## config.mk

```make
export PLATFORM = sky130hd
export DESIGN_NAME = uart_tx_fifo
export DESIGN_NICKNAME = d
export VERILOG_FILES = /design/src/rtl/uart_tx_fifo.sv
export SDC_FILE = /design/constraint.sdc
export NUM_CORES = 1
export LEC_CHECK = 0
export ABC_AREA = 1
export ABC_CLOCK_PERIOD_IN_PS = 3700
export CORE_MARGIN = 5
export CORE_UTILIZATION = 60
export CTS_BUF_LIST = sky130_fd_sc_hd__clkbuf_8
export DETAILED_ROUTE_END_ITERATION = 10
export GPL_ROUTABILITY_DRIVEN = 0
export PLACE_DENSITY = 0.91
export SYNTH_ARGS = -nofsm -noshare
export SYNTH_HDL_FRONTEND = slang
export SYNTH_SLANG_ARGS = --single-unit
```

## constraint.sdc

```tcl
create_clock -name clk -period 3.7 [get_ports clk]
set_input_delay 0.74 -clock clk [delete_from_list [all_inputs] [get_ports clk]]
set_output_delay 0.74 -clock clk [all_outputs]
set_load 0.05 [all_outputs]
```

## src/rtl/uart_tx_fifo.sv

```systemverilog
// uart_tx_fifo: byte FIFO feeding an LSB-first UART serialiser with per-frame data/parity/stop format.
// Latency: push to tx falling edge is 2 clk. Backpressure: din_ready = !full from registered count.
module uart_tx_fifo #(
  parameter int OS_TICK    = 16,
  parameter int FIFO_DEPTH = 4
) (
  input  logic                          clk,
  input  logic                          reset,
  input  logic                          s_tick,
  input  logic [7:0]                    din,
  input  logic                          din_valid,
  output logic                          din_ready,
  input  logic [1:0]                    cfg_dbits,
  input  logic                          cfg_par_en,
  input  logic                          cfg_par_odd,
  input  logic                          cfg_stop2,
  output logic [$clog2(FIFO_DEPTH):0]   fifo_count,
  output logic                          tx_busy,
  output logic                          tx_done_tick,
  output logic                          tx
);

  localparam int AW = $clog2(FIFO_DEPTH);
  localparam int CW = AW + 1;
  localparam int TW = $clog2(2 * OS_TICK);
  localparam logic [TW-1:0] BIT_LAST   = TW'(OS_TICK - 1);
  localparam logic [TW-1:0] STOP2_LAST = TW'(2 * OS_TICK - 1);

  localparam logic [2:0] IDLE   = 3'd0;
  localparam logic [2:0] START  = 3'd1;
  localparam logic [2:0] DATA   = 3'd2;
  localparam logic [2:0] PARITY = 3'd3;
  localparam logic [2:0] STOP   = 3'd4;

  typedef struct packed {
    logic [1:0] dbits;
    logic       par_en;
    logic       par_odd;
    logic       stop2;
  } frame_cfg_t;

  logic [7:0]    fifo_mem [FIFO_DEPTH];
  logic [AW-1:0] wr_ptr, rd_ptr;
  logic          push, pop, full, empty;

  logic [2:0]    state, state_n;
  logic [TW-1:0] tick_cnt, tick_n;
  logic [2:0]    bit_cnt, bit_n;
  logic [7:0]    shift, shift_n;
  logic          par, par_n;
  frame_cfg_t    cfg_q, cfg_n;
  logic          tx_n;
  logic          bit_end, stop_end;

  assign full      = (fifo_count == CW'(FIFO_DEPTH));
  assign empty     = (fifo_count == '0);
  assign din_ready = !full;
  assign push      = din_valid && !full;
  assign pop       = (state == IDLE) && !empty;

  always_ff @(posedge clk or posedge reset) begin
    if (reset) begin
      wr_ptr     <= '0;
      rd_ptr     <= '0;
      fifo_count <= '0;
    end else begin
      if (push) wr_ptr <= wr_ptr + AW'(1);
      if (pop)  rd_ptr <= rd_ptr + AW'(1);
      case ({push, pop})
        2'b10:   fifo_count <= fifo_count + CW'(1);
        2'b01:   fifo_count <= fifo_count - CW'(1);
        default: fifo_count <= fifo_count;
      endcase
    end
  end

  always_ff @(posedge clk) begin
    if (push) fifo_mem[wr_ptr] <= din;
  end

  // The stop phase runs its counter past BIT_LAST when two stop bits are configured.
  assign bit_end      = s_tick && (tick_cnt == BIT_LAST);
  assign stop_end     = s_tick && (tick_cnt == (cfg_q.stop2 ? STOP2_LAST : BIT_LAST));
  assign tx_done_tick = (state == STOP) && stop_end;
  assign tx_busy      = (state != IDLE);

  always_comb begin
    state_n = state;
    tick_n  = tick_cnt;
    bit_n   = bit_cnt;
    shift_n = shift;
    par_n   = par;
    cfg_n   = cfg_q;
    if (state != IDLE && s_tick) tick_n = tick_cnt + TW'(1);
    case (state)
      IDLE: if (pop) begin
        state_n = START;
        shift_n = fifo_mem[rd_ptr];
        cfg_n   = frame_cfg_t'({cfg_dbits, cfg_par_en, cfg_par_odd, cfg_stop2});
        tick_n  = '0;
        bit_n   = '0;
        par_n   = 1'b0;
      end
      START: if (bit_end) begin
        state_n = DATA;
        tick_n  = '0;
      end
      DATA: if (bit_end) begin
        tick_n  = '0;
        shift_n = {1'b0, shift[7:1]};
        par_n   = par ^ shift[0];
        if (bit_cnt == 3'd4 + {1'b0, cfg_q.dbits}) begin
          bit_n   = '0;
          state_n = cfg_q.par_en ? PARITY : STOP;
        end else begin
          bit_n = bit_cnt + 3'd1;
        end
      end
      PARITY: if (bit_end) begin
        state_n = STOP;
        tick_n  = '0;
      end
      STOP: if (stop_end) begin
        state_n = IDLE;
        tick_n  = '0;
      end
      default: state_n = IDLE;
    endcase

    case (state_n)
      START:   tx_n = 1'b0;
      DATA:    tx_n = shift_n[0];
      PARITY:  tx_n = par_n ^ cfg_n.par_odd;
      default: tx_n = 1'b1;
    endcase
  end

  always_ff @(posedge clk or posedge reset) begin
    if (reset) begin
      state    <= IDLE;
      tick_cnt <= '0;
      bit_cnt  <= '0;
      shift    <= '0;
      par      <= 1'b0;
      cfg_q    <= '0;
      tx       <= 1'b1;
    end else begin
      state    <= state_n;
      tick_cnt <= tick_n;
      bit_cnt  <= bit_n;
      shift    <= shift_n;
      par      <= par_n;
      cfg_q    <= cfg_n;
      tx       <= tx_n;
    end
  end

endmodule

```

==> summary.md <==
| Metric | Value |
|---|---|
| Wirelength, routed | `5.63 mm` |
| CP bufs+invs | `3` |
| Via total after detailed routing | `2134` |
| Ports | `24` |
| Layout cell share with drive strength beyond 1 | `7.65%` |
| Area of the multi-input gates | `1010 µm²` |
| CTS tree | `built` |
| Max VDD drop | `569 µV` |
| Max-cap viol count | `0` |
| RSZ-0062 raised after global routing | `no` |
| Largest net degree at the start of global routing | `34` |
| Root buf cell | `clkbuf_8` |
| Worst Path Arrival | `2.59 ns` |
| WL per Instance | `13.8 µm` |
| Final Skew | `0.0101 ns` |
| Vias per cell | `5.24` |
| Initial Util | `62.7%` |
| Num Clock Sinks | `65` |
| Power Dens Cells | `752 nW/µm²` |
| Syn Inst Count | `306` |
| Top delay family on crit path | `buffers and inverters` |
| Place WS | `0.386 ns` |
| Crit start category | `primary input` |
| I/O Buffers | `23` |
| Global-route usage over all layers | `19.5%` |
| Vias in the first global route | `2141` |
| Max Root-Sink Buffers | `2` |
| List of most frequent post-synthesis cells | `nand2_1, inv_1, dfrtp_1, edfxtp_1, nand3_1` |
| Synth warn | `0` |
| FF/Latch Area | `1790 µm²` |
| Peak fanout along the critical path | `3` |
| Hold crit path type | `reg2reg` |
| Setup TNS | `0 ns` |
| Fin Hold WS | `0.466 ns` |
| Cell variety after synth | `36` |
| Status | `completed` |
| Pwr Total | `0.00263 W` |
| Most frequent cell after synthesis | `nand2_1` |
| Nets | `361` |
| Cell taking the most area after synthesis | `edfxtp_1` |
| Mean Syn Cell Area | `9.81 µm²` |
| First-pass DRT Iterations | `4` |
| Final WS setup | `0.372 ns` |
| Die area | `6520 µm²` |
| FP Rows | `25` |
| Clock Latency Late Sink | `0.34 ns` |
| Top cells by area, synth | `edfxtp_1, dfrtp_1, nand2_1, nand3_1, inv_1` |
| Reg clk slew, reported paths | `0.07 ns` |
| Critical path's most frequent cell | `clkdlybuf4s50_1` |
| Area of the mapped netlist | `3000 µm²` |
| Slew of the pin with the lowest slew margin | `0.807 ns` |
| HPWL after detailed placement | `3.89 mm` |
| Core area | `4790 µm²` |
| Setup repair bufs after CTS | `0` |
| Initial antenna violation count | `0` |
| # DRC | `0` |
| Relative slew slack | `46.0%` |
| Area grow syn2layout | `16.3%` |
| Worst EP required | `2.96 ns` |
| Sequential area share after synthesis | `59.6%` |
| Critical path's largest stage delay | `0.82 ns` |
| Post_cts resized | `0` |
| Die X | `80.7 µm` |
| FFs w/ async S/R, synth | `50.8%` |
| Final Util | `72.9%` |
| Final period util | `89.9%` |
| Yosys reg bits | `65` |
| Yosys top cell area share | `32.0%` |
| TritonCTS Buffers | `9` |
| Count of flip-flops with a built-in enable after synthesis | `32` |
| H-tree Lvls | `3` |
| Fill cell count | `322` |
| First-pass GRT wire length | `9.35 mm` |
| Hold Fails Final Rpt | `0` |
| Antenna viol nets, final | `0` |
| Fin crit period | `3.33 ns` |
| Crit. End Element | `primary output` |
| GRT Residual Overflow | `0` |
| Worst setup path class | `in2out` |
| Fmax | `0.301 GHz` |
| Worst path slowest cell | `clkdlybuf4s50_1` |
| Leak | `1.57 nW` |
| Critical path cell sequence | `clkdlybuf4s50_1 > inv_1 > a21oi_1 > o211ai_1 > nor3_1 > clkdlybuf4s50_1` |
| Initial drt markers | `127` |
| Cts hold-fix bufs | `0` |
| Final setup viols | `0` |
| Slew Limit Fails | `0` |
| Mapped Nets | `332` |
| Synth Flop Type | `edfxtp_1` |
| Antenna cells | `0` |
| DIE HEIGHT | `80.7 µm` |
[cells in the final DEF, fill, tap and decap left out, drive strengths merged]
master         instances
nand2                 70
inv                   47
dfrtp                 32
edfxtp                32
nand3                 31
nor2                  30
clkdlybuf4s50         23
o21ai                 16
a21oi                 12
clkbuf                 9
ha                     8
xor2                   6
nor3                   4
xnor2                  2
nand4                  2
clkinv                 2
bufinv                 2
o22ai                  1
a22o                   1
and3                   1
o211ai                 1
a211oi                 1
a22oi                  1
o41ai                  1
nand3b                 1
or2                    1
fa                     1
buf                    1
dfstp                  1
[cell families (layout without fill, tap and decap cells)]
logic type	after synthesis	count (layout)	synth area share, %
compound gates	34	34	6.21
xor+xnor	8	8	2.33
fa+ha+maj	9	9	4.00
buf+inv	50	84	6.84
flops	65	65	59.6
simple gates	140	140	21.1
[power by group]
group	internal, W	leakage (nW)	total, W	switching (W)
Combinational	0.000301	0.760	0.000869	0.000568
Clock	0.000368	0.112	0.000618	0.000250
Sequential	0.000991	0.694	0.00114	0.000148
Total	0.00166	1.57	0.00263	0.000966
[per-layer routing]
metal  share of wire [%]  global-route usage [%]
met5                   0                       0
met4                 2.5                    9.80
met3                 4.9                    5.99
met2                  52                    34.9
met1                  41                    20.8
[through the flow]
stage               cells  cell area, µm²
floorplan             306            3000
global placement      391            3290
detailed placement    391            3290
CTS                   407            3490
global route          407            3490
finish                407            3490
[final cells by class]
type | count | share of cell area, %
flip-flops and latches | 65 | 51.2
clock buffers | 9 | 3.55
clock inverters | 7 | 2.26
inverters | 44 | 4.87
well taps | 67 | 2.40
repair buffers | 24 | 6.81
multi-input cells | 191 | 28.9
[worst paths after layout]
kind	startpoint	end	slack [ns]	cells past startpoint
min in group asynchronous	reset	fifo_count[0]	0.81	3
min	cfg_q[2]	state[2]	0.47	1
max in group asynchronous	reset	tx	2.57	3
max	s_tick	tx_done_tick	0.37	6
max reg2reg	state[2]	fifo_count[2]	1.35	11
min reg2reg	cfg_q[2]	state[2]	0.47	1
[sequential cells by signal (all words and copies together), names as in the netlist]
name / cells
fifo_count: 3
fifo_mem: 32
shift: 8
cfg_q: 5
state: 3
bit_cnt: 3
par: 1
rd_ptr: 2
wr_ptr: 2
tick_cnt: 5
tx: 1
No activity file was read; power rests on OpenSTA's default activity.
